===== src/rtl/cache_line.sv =====
// One set of a way-partitioned (DAWG-style) cache: tag lookup, fill and
// NRU / tree-PLRU replacement confined to the active way mask.
module cache_line #(
  parameter int NUM_WAYS   = 8,
  parameter int ADDR_WIDTH = 8,
  parameter int POLICY     = 0
) (
  input  logic                           clk,
  input  logic                           reset,
  input  logic                           os_req,
  input  logic [NUM_WAYS-1:0]            hitmap,
  input  logic                           user_req,
  input  logic [ADDR_WIDTH-1:0]          addr,
  output logic                           hit,
  output logic [NUM_WAYS-1:0]            metadata_o,
  output logic [ADDR_WIDTH*NUM_WAYS-1:0] all_tags_o,
  output logic [NUM_WAYS-1:0]            all_valid_o,
  output logic [NUM_WAYS-1:0]            policy_hitmap_o
);

  localparam int LW = $clog2(NUM_WAYS);

  logic [ADDR_WIDTH-1:0] tags [NUM_WAYS];
  logic [NUM_WAYS-1:0]   valid;
  logic [NUM_WAYS-1:0]   meta;
  logic [NUM_WAYS-1:0]   pmask;

  logic [NUM_WAYS-1:0] match;
  logic [NUM_WAYS-1:0] inval;
  logic [NUM_WAYS-1:0] cand;
  logic                any_hit;
  logic                any_inval;
  logic [LW-1:0]       hit_way;
  logic [LW-1:0]       inv_way;
  logic [LW-1:0]       nru_way;
  logic [LW-1:0]       plru_way;
  logic [LW-1:0]       victim;
  logic [LW-1:0]       touch_way;
  logic [NUM_WAYS-1:0] oh;
  logic [NUM_WAYS-1:0] meta_nru;
  logic [NUM_WAYS-1:0] meta_plru;
  logic [NUM_WAYS-1:0] meta_nxt;
  logic [LW:0]         nd;
  logic [NUM_WAYS-1:0] lm;
  logic [NUM_WAYS-1:0] rm;
  logic [LW:0]         leaf;
  logic [LW:0]         node;
  logic [NUM_WAYS-1:0] sm;

  function automatic logic [LW-1:0] first_one(
    input logic [NUM_WAYS-1:0] v
  );
    first_one = '0;
    for (int i = NUM_WAYS-1; i >= 0; i--)
      if (v[i]) first_one = LW'(i);
  endfunction

  // Ways under tree node `nd_i` sitting at depth `depth` (root = 1, depth 0)
  function automatic logic [NUM_WAYS-1:0] sub_ways(
    input int nd_i,
    input int depth
  );
    int cnt;
    int first;
    cnt = NUM_WAYS >> depth;
    first = nd_i * cnt - NUM_WAYS;
    sub_ways = '0;
    for (int i = 0; i < NUM_WAYS; i++)
      if (i >= first && i < first + cnt)
        sub_ways[i] = 1'b1;
  endfunction

  always_comb begin
    for (int i = 0; i < NUM_WAYS; i++)
      match[i] = valid[i] & pmask[i] &
                 (tags[i] == addr);
  end

  assign inval     = ~valid & pmask;
  assign any_hit   = |match;
  assign any_inval = |inval;
  assign hit       = user_req & ~os_req & any_hit;
  assign hit_way   = first_one(match);
  assign inv_way   = first_one(inval);

  always_comb begin
    cand = pmask & ~meta;
    if (any_inval)
      nru_way = inv_way;
    else if (|cand)
      nru_way = first_one(cand);
    else
      nru_way = first_one(pmask);
  end

  // Tree walk steers around subtrees holding no ways of the partition
  always_comb begin
    nd = (LW+1)'(1);
    lm = '0;
    rm = '0;
    for (int d = 0; d < LW; d++) begin
      lm = sub_ways(int'({nd[LW-1:0], 1'b0}), d+1) & pmask;
      rm = sub_ways(int'({nd[LW-1:0], 1'b1}), d+1) & pmask;
      if (~|rm)
        nd = {nd[LW-1:0], 1'b0};
      else if (~|lm)
        nd = {nd[LW-1:0], 1'b1};
      else
        nd = {nd[LW-1:0], meta[nd[LW-1:0]]};
    end
    plru_way = any_inval ? inv_way : nd[LW-1:0];
  end

  assign victim    = (POLICY == 1) ? plru_way : nru_way;
  assign touch_way = any_hit ? hit_way : victim;

  always_comb begin
    oh = '0;
    oh[touch_way] = 1'b1;
    meta_nru = meta | oh;
    if ((meta_nru & pmask) == pmask)
      meta_nru = (meta & ~pmask) | oh;
  end

  // A node only moves when its whole subtree belongs to the partition
  always_comb begin
    meta_plru = meta;
    leaf = {1'b1, touch_way};
    node = '0;
    sm   = '0;
    for (int d = 0; d < LW; d++) begin
      node = leaf >> (LW - d);
      sm = sub_ways(int'(node), d);
      if ((sm & pmask) == sm)
        meta_plru[node[LW-1:0]] = ~leaf[LW-1-d];
    end
  end

  assign meta_nxt = (POLICY == 1) ? meta_plru : meta_nru;

  always_ff @(posedge clk) begin
    if (!reset) begin
      valid <= '0;
      meta  <= '0;
      pmask <= '1;
      for (int i = 0; i < NUM_WAYS; i++)
        tags[i] <= '0;
    end else if (os_req) begin
      if (|hitmap)
        pmask <= hitmap;
    end else if (user_req) begin
      meta <= meta_nxt;
      if (!any_hit) begin
        tags[victim]  <= addr;
        valid[victim] <= 1'b1;
      end
    end
  end

  for (genvar g = 0; g < NUM_WAYS; g++) begin : g_tags
    assign all_tags_o[g*ADDR_WIDTH +: ADDR_WIDTH] = tags[g];
  end

  assign metadata_o      = meta;
  assign all_valid_o     = valid;
  assign policy_hitmap_o = pmask;

endmodule


===== config.mk =====
export PLATFORM = sky130hd
export DESIGN_NAME = cache_line
export DESIGN_NICKNAME = d
export VERILOG_FILES = /design/src/rtl/cache_line.sv
export SDC_FILE = /design/constraint.sdc
export NUM_CORES = 1
export LEC_CHECK = 0
export ABC_CLOCK_PERIOD_IN_PS = 6900
export CORE_ASPECT_RATIO = 0.7
export CORE_UTILIZATION = 34
export CTS_CLUSTER_DIAMETER = 120
export CTS_CLUSTER_SIZE = 8
export DETAILED_ROUTE_END_ITERATION = 7
export HOLD_SLACK_MARGIN = 0.06
export PLACE_DENSITY = 0.54
export SETUP_SLACK_MARGIN = 0.1
export SLEW_MARGIN = 30
export SYNTH_ARGS = -nofsm -noshare
export SYNTH_HDL_FRONTEND = slang
export SYNTH_SLANG_ARGS = --single-unit

===== constraint.sdc =====
create_clock -name clk -period 6.9 [get_ports clk]
set_input_delay 1.38 -clock clk [delete_from_list [all_inputs] [get_ports clk]]
set_output_delay 1.38 -clock clk [all_outputs]
set_load 0.01 [all_outputs]

---- Word level (Yosys, flattened, before mapping) ----
Memory sizes are Yosys's and may differ from the RTL's.
Cells that the tools add are included.
operators by class
  magnitude comparators ................... 4
  eq/ne operators ......................... 9
  multiplexer cells ....................... 49
  bitwise operators ....................... 30
  reductions and logical operators ........ 10
operators by type and width
  cell                                                               number
  two-way mux 3 bit                                                  36
  == test 8 bit                                                      9
  OR reduction 8 bit                                                 5
  AND 8 bit                                                          4
  inverter 8 bit                                                     3
  bitwise OR 8 bit                                                   3
  AND 1 bit                                                          18
  two-way mux 8 bit                                                  2
  two-way mux 1 bit                                                  9
  < comparator 3 x 4 -> 1 bit, second input constant                 2
  demux 1 bit (select 3 bit)                                         2
  greater-or-equal comparator 3 x 1 -> 1 bit, second input constant  2
  AND reduction 2 bit                                                2
  AND reduction 3 bit                                                1
  logical AND 1 bit                                                  2
  inverter 1 bit                                                     2
storage, ports and cells
  bits in registers ....................... 24
  RAM bits ................................ 64
  bits of input ports ..................... 20
  output and inout port bits .............. 89
  memories ................................ 1
memory list
  name  depth  bits a word  rd ports  clocked after Yosys merged registers in  wr ports  line  source
  tags  8      8            8         0                                        8         23    logic [ADDR_WIDTH-1:0] tags [NUM_WAYS];

---- Longest topological paths before layout ----
Gate-level depths: netlist of the first run.
  word-level depth ........................ 21
  gate-level depth with buffers ........... 13

---- Worst setup path before layout of the first run ----
Ideal clock, no wire load.
  path kind ............................... input port to output port
  start point ............................. input addr[1]
  end point ............................... output hit
  data arrival time ....................... 2.789 ns
  required time ........................... 5.520 ns
  setup slack ............................. 2.731 ns
  stages on the path ...................... 9
  path through ............................ buf_2 > clkbuf_1 > xnor2_1 > nand3_1 > nor3_1 > nor2_1 > nand2_1 > nor2_1 > nor2_1
on the way
  word-level cells in the longest chain between the ends .. 4
  elaborated cells between the ends (all ways) .. 18
  classes of those cells .................. eq/ne (8); bitwise (9); reduce/logical (1)
ends and longest elaborated chain
  what                    line  source
  start: declaration      13    input logic [ADDR_WIDTH-1:0] addr,
  == test 8 bit           76    (tags[i] == addr);
  AND 1 bit               75    match[i] = valid[i] & pmask[i] &
  OR reduction 8 bit (*)  80    assign any_hit = |match;
  AND 1 bit (*)           82    assign hit = user_req & ~os_req & any_hit;
  end: declaration        14    output logic hit,
Every way passes the cells marked *; elsewhere a longest branch is shown, timed or not.

---- Worst setup path in the final report of the first run ----
Same ends and word-level chain as after synthesis.

==> results of run 1 <==
==> final cells by class <==
type                            count  area share (%)
Sequential cell                    88            37.6
Multi-Input combinational cell    335            36.2
Timing Repair Buffer              112            17.4
Tap cell                          190            3.72
Clock buffer                       10            3.59
Clock inverter                      6           0.941
Inverter                            9           0.529
==> sequential cells by signal, indices dropped and copies added (netlist names) <==
| register | flops |
|---|---|
| tags | 64 |
| policy_hitmap_o | 8 |
| all_valid_o | 8 |
| metadata_o | 8 |
==> power breakdown <==
group / switching [uW] / total, uW / internal (uW) / leakage (uW)
combinational: 93.1 / 180 / 86.9 / 0.00134
clock: 197 / 476 / 279 / 0.000140
sequential: 25.9 / 614 / 588 / 0.000858
total: 316 / 1270 / 954 / 0.00233
==> logic make-up after synthesis <==
family / after synthesis / synth area share [%]
simple gates: 206 / 25.3
flops: 88 / 49.6
xor+xnor: 64 / 11.6
compound gates: 63 / 10.4
buf+inv: 31 / 2.79
mux: 2 / 0.413
==> metrics by stage <==
stage | util [%] | power, uW
global placement | 43.8 | 805
CTS | 45.9 | 1280
floorplan | - | 721
global route | 45.9 | 1320
detailed placement | 43.8 | 806
finish | 45.9 | 1270
==> routing by layer <==
layer	up-vias	share of wire (%)	track usage [%]
met2	97	44	28.6
met1	1790	50	29.1
met4	0	1.2	5.99
li1	1807	-	-
met3	11	5.1	3.89
met5	-	0	0
==> worst register-to-register path, stage by stage (launching register included) <==
cell and delay [ns]:
dfxtp_1 0.46, nor2b_1 0.25, nand4bb_4 0.25, nor3_1 0.42
mux2i_1 0.15, a221o_1 0.37, or4_1 0.61, nor3_4 0.41
nand2b_1 0.40
==> worst min path at each step <==
stage,startpoint,end,slack (ns),cells after the start
final,all_valid_o[2],all_valid_o[2],0.53,1
after global routing,all_valid_o[2],all_valid_o[2],0.55,1
after CTS,all_valid_o[6],all_valid_o[6],0.52,1
after detailed placement,all_valid_o[2],all_valid_o[2],0.50,1
after global placement,all_valid_o[3],all_valid_o[3],0.51,1
after floorplan,all_valid_o[3],all_valid_o[3],0.53,1
==> synthesized netlist by cell type (2+ instances only) <==
cell,number,area [sq um]
and2_1,64,400
edfxtp_1,64,1920
xnor2_1,50,438
dfxtp_1,24,480
nor2_1,24,90.1
nand2_1,22,82.6
nand2b_1,20,125
nand3_1,20,100
xor2_1,14,123
o21ai_0,13,65.1
clkbuf_1,12,45.0
nor3_1,11,55.1
buf_2,9,45.0
inv_1,9,33.8
nand4_1,9,56.3
nor2b_1,8,50.1
a21o_1,7,52.6
o221a_1,6,67.6
a21oi_1,5,25.0
o21ai_1,5,25.0
a31oi_1,4,25.0
and3_1,4,25.0
or4_1,4,30.0
a221o_1,3,30.0
nor2b_4,3,41.3
nor4_1,3,18.8
a211oi_1,2,15.0
a221oi_1,2,17.5
mux2i_1,2,20.0
o211ai_2,2,25.0
o22ai_1,2,12.5
or2_2,2,12.5
==> reports/qor.csv, run 1 <==
stage,metric,value,unit
final_layout,design area,0.00638,sq mm
final_layout,"commonest non-fill, non-tap cell in the layout",clkdlybuf4s50_1,
yosys,syn_nets,474,
critical_path,crit path capture,hit,
placement,# port buffers,108,
clocking,clock transition at the registers of the reported paths,0.06,ns
sta,final setup vio count,0,
floorplan,num rows,36,
clocking,# clock sinks,88,
final_layout,Seq. cell area,0.00240,sq mm
clocking,PostCTS Resize Cnt,0,
global_routing,GRT Overall Usage,19.6,%
hold_path,Hold WC Path Type,reg -> reg,
status,status,"finished, final reports clean",
critical_path,Critical Path Stages,9,
critical_path,worst r2r src,policy_hitmap_o[5],
flow_run,MaxCap Viol Count,0,
yosys,cells after synthesis,454,
sta,slew at the pin closest to its max-slew limit,0.938,ns
critical_path,crit-path cells,clkdlybuf4s50_1 -> xnor2_1 -> nand4_1 -> nor3_1 -> nand2b_1 -> nand2b_1 -> nor2_1 -> nor2_1 -> clkdlybuf4s50_1,
detailed_routing,Iteration-0 DRC Markers,226,
global_routing,first-pass GRT wire length,21100,um
critical_path,Setup crit start,addr[1],
clocking,Bufs on Longest Clock Path,2,
detailed_routing,First-pass DRT Iterations,4,
yosys,Yosys reg bits,88,
final_layout,fin cells,750,
global_routing,antenna violations before repair,0,
placement,cell count after placement,734,
floorplan,Initial Util,34.8,%
floorplan,Die X,145,um
clocking,TritonCTS clock tree,done,
critical_path,Top delay family on crit path,buffers and inverters,
detailed_routing,post-DR vias/cell,4.94,
critical_path,WP data arrival,4.44,ns
power,Pleak,0.00233,uW
global_routing,number of global-route vias before repair,3644,
critical_path,critical path class,in -> out,
sta,RSZ-0062 raised after global routing,no,
final_layout,"commonest non-fill, non-tap cells in the layout","108 x clkdlybuf4s50_1, 64 x and2_1, 64 x edfxtp_1",
yosys,Synth Flop Type,edfxtp_1,
sta,max-slew violations,0,
placement,RD Place Congestion,0.846,
critical_path,RR Endpoint,tags[5][5],
critical_path,Reg2Reg Setup Slack,3.24,ns
placement,dpl hpwl,10000,um
sta,fin crit share,84.4,%
detailed_routing,Routed WL per cell,18.2,um
global_routing,largest net degree at the start of global routing,32,
floorplan,Core Footprint,0.0139,sq mm
clocking,Clock Root Buffer,clkbuf_16,
floorplan,die span in y,102,um
critical_path,crit end category,output pin,
clocking,total CTS buffers,9,
global_routing,aggregate global routing overflow,0,
critical_path,FF-to-FF path depth,8,
final_layout,Multi-input gate area,0.00231,sq mm
clocking,CTS Hold Bufs,0,
yosys,mapped cell area,0.00485,sq mm
clocking,H-tree Lvls,3,
clocking,setup bufs post-CTS,0,
sta,Hold Slack,0.527,ns
floorplan,I/O pin cnt,109,
final_layout,Fillers,1301,
yosys,Synth Area per Inst,10.7,sq um
yosys,"Seq/Total Area, Yosys",49.6,%
yosys,Post-synth EDFFs,64,
placement,Placed Area,0.00609,sq mm
yosys,warnings from Yosys,0,
final_layout,P&R area growth vs syn,31.7,%
critical_path,critical path's largest stage delay,0.90,ns
final_layout,layout cells sized above 1,6.25,%
placement,pre-CTS WS,1.08,ns
sta,fin crit period,5.82,ns
final_layout,antenna cell count,0,
critical_path,Worst setup SP type,primary input,
floorplan,Die ar.,0.0147,sq mm
clocking,clock latency on the worst-skew pair,0.34,ns
yosys,ys async rst share,0,%
sta,Worst Skew,0.00825,ns
sta,Fin. Hold Viols,0,
detailed_routing,Residual DRC,0,
sta,Relative slew margins,37.3,%
yosys,Synth cell types,57,
power,worst vdd ir,0.125,mV
power,pwr/cell area,199,mW/mm^2
sta,Final Worst Setup Slack,1.08,ns
sta,Setup TNS Final,0,ns
detailed_routing,DR vias,3705,
critical_path,slowest CP cell,clkdlybuf4s50_1,
final_layout,Layout Nets,575,
critical_path,Worst EP required,5.52,ns
sta,Achievable Freq,172,MHz
critical_path,"Buf+Inv Stages, Crit Path",2,
detailed_routing,final wirelength,13700,um
critical_path,maximum fanout along the worst path,16,
detailed_routing,ANT nets after route,0,
(Power assumes the default switching activity.)
==> run 2, diff against run 1 <==
Settings changed: ABC_CLOCK_PERIOD_IN_PS 6900 to 5600.
Clock period 6.9 ns to 5.6 ns, I/O delays scaled along.
==> run 2 against run 1 <==
Worst hold slack got worse by 0.0028 ns. Combinational power rose by 28%. Flip-flop and latch count did not move. Global-route usage rose by 0.25 points. Via count rose by 3.2%.
==> reports/qor.csv, run 2 (synthesis gave the netlist of run 1 again) <==
stage,metric,value,unit,change
status,status,"finished, final reports clean",,
hold_path,Hold WC Path Type,reg -> reg,,
global_routing,Most Crowded Layer GR,met1,,
floorplan,Die X,145,um,unchanged
power,Pleak,0.00239,uW,+2.5%
placement,Placed Area,0.00618,sq mm,+1.5%
sta,Fin. Hold Viols,0,,unchanged
detailed_routing,First-pass DRT Iterations,4,,unchanged
floorplan,I/O pin cnt,109,,unchanged
critical_path,RR Endpoint,tags[0][4],,
final_layout,max FFs per register,64,,unchanged
sta,final setup vio count,0,,unchanged
clocking,Clock Root Buffer,clkbuf_16,,
clocking,clock transition at the registers of the reported paths,0.06,ns,about the same
sta,Relative slew margins,48.0,%,+11 points
critical_path,crit-path cells,clkdlybuf4s50_1 -> xnor2_1 -> nand3_1 -> nor3_1 -> nand2b_1 -> nand2b_1 -> nor2_1 -> nor2_1 -> clkdlybuf4s50_1,,
critical_path,slowest CP cell,clkdlybuf4s50_1,,
sta,Achievable Freq,195,MHz,
critical_path,Worst EP required,4.48,ns,-1.04 ns
global_routing,grt met2 use,28.6,%,+0.037 points
final_layout,Fillers,1274,,-2.1%
detailed_routing,Routed WL per cell,18.3,um,+0.55%
final_layout,"commonest non-fill, non-tap cells in the layout","108 x clkdlybuf4s50_1, 64 x and2_1, 64 x edfxtp_1",,
global_routing,Global Route met1 Usage,29.7,%,+0.65 points
sta,Worst Skew,0.00444,ns,-0.00381 ns
critical_path,critical path's largest stage delay,0.98,ns,+0.08 ns
clocking,Bufs on Longest Clock Path,2,,unchanged
clocking,total CTS buffers,9,,unchanged
critical_path,Reg2Reg Setup Slack,1.85,ns,-1.39 ns
clocking,TritonCTS clock tree,done,,
placement,dpl hpwl,10500,um,+4.2%
sta,Final Worst Setup Slack,0.460,ns,-0.615 ns
detailed_routing,Residual DRC,0,,unchanged
floorplan,die span in y,102,um,unchanged
final_layout,"commonest non-fill, non-tap cell in the layout",clkdlybuf4s50_1,,
global_routing,first-pass GRT wire length,21600,um,+2.4%
final_layout,design area,0.00646,sq mm,+1.2%
final_layout,"Most flops, register",tags,,
clocking,clock latency on the worst-skew pair,0.33,ns,about the same
critical_path,worst r2r src,policy_hitmap_o[5],,
sta,RSZ-0062 raised after global routing,no,,
power,Pwr Total,1560,uW,+23%
sta,Hold Slack,0.524,ns,-0.00276 ns
power,worst vdd ir,0.163,mV,+30%
placement,RD Place Congestion,0.888,,+4.9%
sta,Setup TNS Final,0,ns,unchanged
critical_path,Worst setup SP type,primary input,,
detailed_routing,ANT nets after route,0,,unchanged
sta,max-slew violations,0,,unchanged
detailed_routing,post-DR vias/cell,5.03,,+1.7%
sta,slew at the pin closest to its max-slew limit,0.777,ns,-0.161 ns
floorplan,num rows,36,,unchanged
critical_path,critical path class,in -> out,,
sta,fin crit share,91.8,%,
power,pwr/cell area,242,mW/mm^2,+22%
floorplan,Die ar.,0.0147,sq mm,unchanged
placement,pre-CTS WS,0.426,ns,-0.651 ns
floorplan,Core Footprint,0.0139,sq mm,unchanged
detailed_routing,final wirelength,13900,um,+2.0%
clocking,H-tree Lvls,3,,unchanged
global_routing,aggregate global routing overflow,0,,unchanged
global_routing,number of global-route vias before repair,3728,,+2.3%
clocking,# clock sinks,88,,unchanged
global_routing,antenna violations before repair,0,,unchanged
final_layout,layout cells sized above 1,8.06,%,+1.8 points
sta,fin crit period,5.14,ns,
global_routing,largest net degree at the start of global routing,22,,-31%
placement,# port buffers,108,,unchanged
global_routing,GRT Overall Usage,19.8,%,+0.25 points
clocking,CTS Hold Bufs,0,,unchanged
detailed_routing,DR vias,3825,,+3.2%
critical_path,WP data arrival,4.02,ns,-0.42 ns
critical_path,Setup crit start,addr[0],,
critical_path,maximum fanout along the worst path,15,,-1
detailed_routing,Iteration-0 DRC Markers,220,,-2.7%
critical_path,FF-to-FF path depth,8,,unchanged
global_routing,met3 global-route usage,4.03,%,+0.14 points
clocking,PostCTS Resize Cnt,0,,unchanged
critical_path,crit end category,output pin,,
final_layout,antenna cell count,0,,unchanged
floorplan,Initial Util,34.8,%,unchanged
flow_run,MaxCap Viol Count,0,,unchanged
final_layout,P&R area growth vs syn,33.3,%,
clocking,setup bufs post-CTS,0,,unchanged
final_layout,Layout Nets,587,,+2.1%
critical_path,crit path capture,hit,,
==> run 2: area by class of cell <==
| class | instances | area (sq um) | area share, % |
|---|---|---|---|
| Sequential cell | 88 | 2400 | 37.2 |
| Multi-Input combinational cell | 335 | 2310 | 35.7 |
| Timing Repair Buffer | 124 | 1200 | 18.6 |
| Tap cell | 190 | 238 | 3.68 |
| Clock buffer | 10 | 229 | 3.54 |
| Clock inverter | 5 | 48.8 | 0.755 |
| Inverter | 9 | 33.8 | 0.523 |
==> run 2: per-stage QoR <==
| step | util, % | instances |
|---|---|---|
| global placement | 44.4 | 746 |
| floorplan | - | 454 |
| global route | 46.4 | 761 |
| detailed placement | 44.4 | 746 |
| finish | 46.4 | 761 |
| CTS | 46.4 | 761 |
==> run 2: worst min-delay path by stage <==
stage	from	end	slack, ns	cells after the start
after floorplan	all_valid_o[3]	all_valid_o[3]	0.53	1
after global placement	all_valid_o[6]	all_valid_o[6]	0.52	1
after detailed placement	all_valid_o[6]	all_valid_o[6]	0.51	1
after CTS	all_valid_o[6]	all_valid_o[6]	0.53	1
after global routing	all_valid_o[6]	all_valid_o[6]	0.56	1
final	all_valid_o[6]	all_valid_o[6]	0.52	1
==> run 2: where the power goes <==
part / internal [uW] / switching (uW) / leakage (uW) / total (uW)
Clock: 339 / 236 / 0.000140 / 575
Combinational: 112 / 117 / 0.00139 / 230
Sequential: 725 / 32.3 / 0.000858 / 757
==> run 2: worst max-delay path, delay by kind of cell <==
family	cells	cell delay, ns
buffers and inverters	2	1.52
and+or+nand+nor	6	1.19
xor gates and xnor gates	1	0.19
==> run 2: routing by layer <==
layer  vias to the layer above  routed length, um
li1                       1835                  -
met3                        13                626
met4                         0                215
met5                         -                  0
met1                      1865               7170
met2                       112               5920
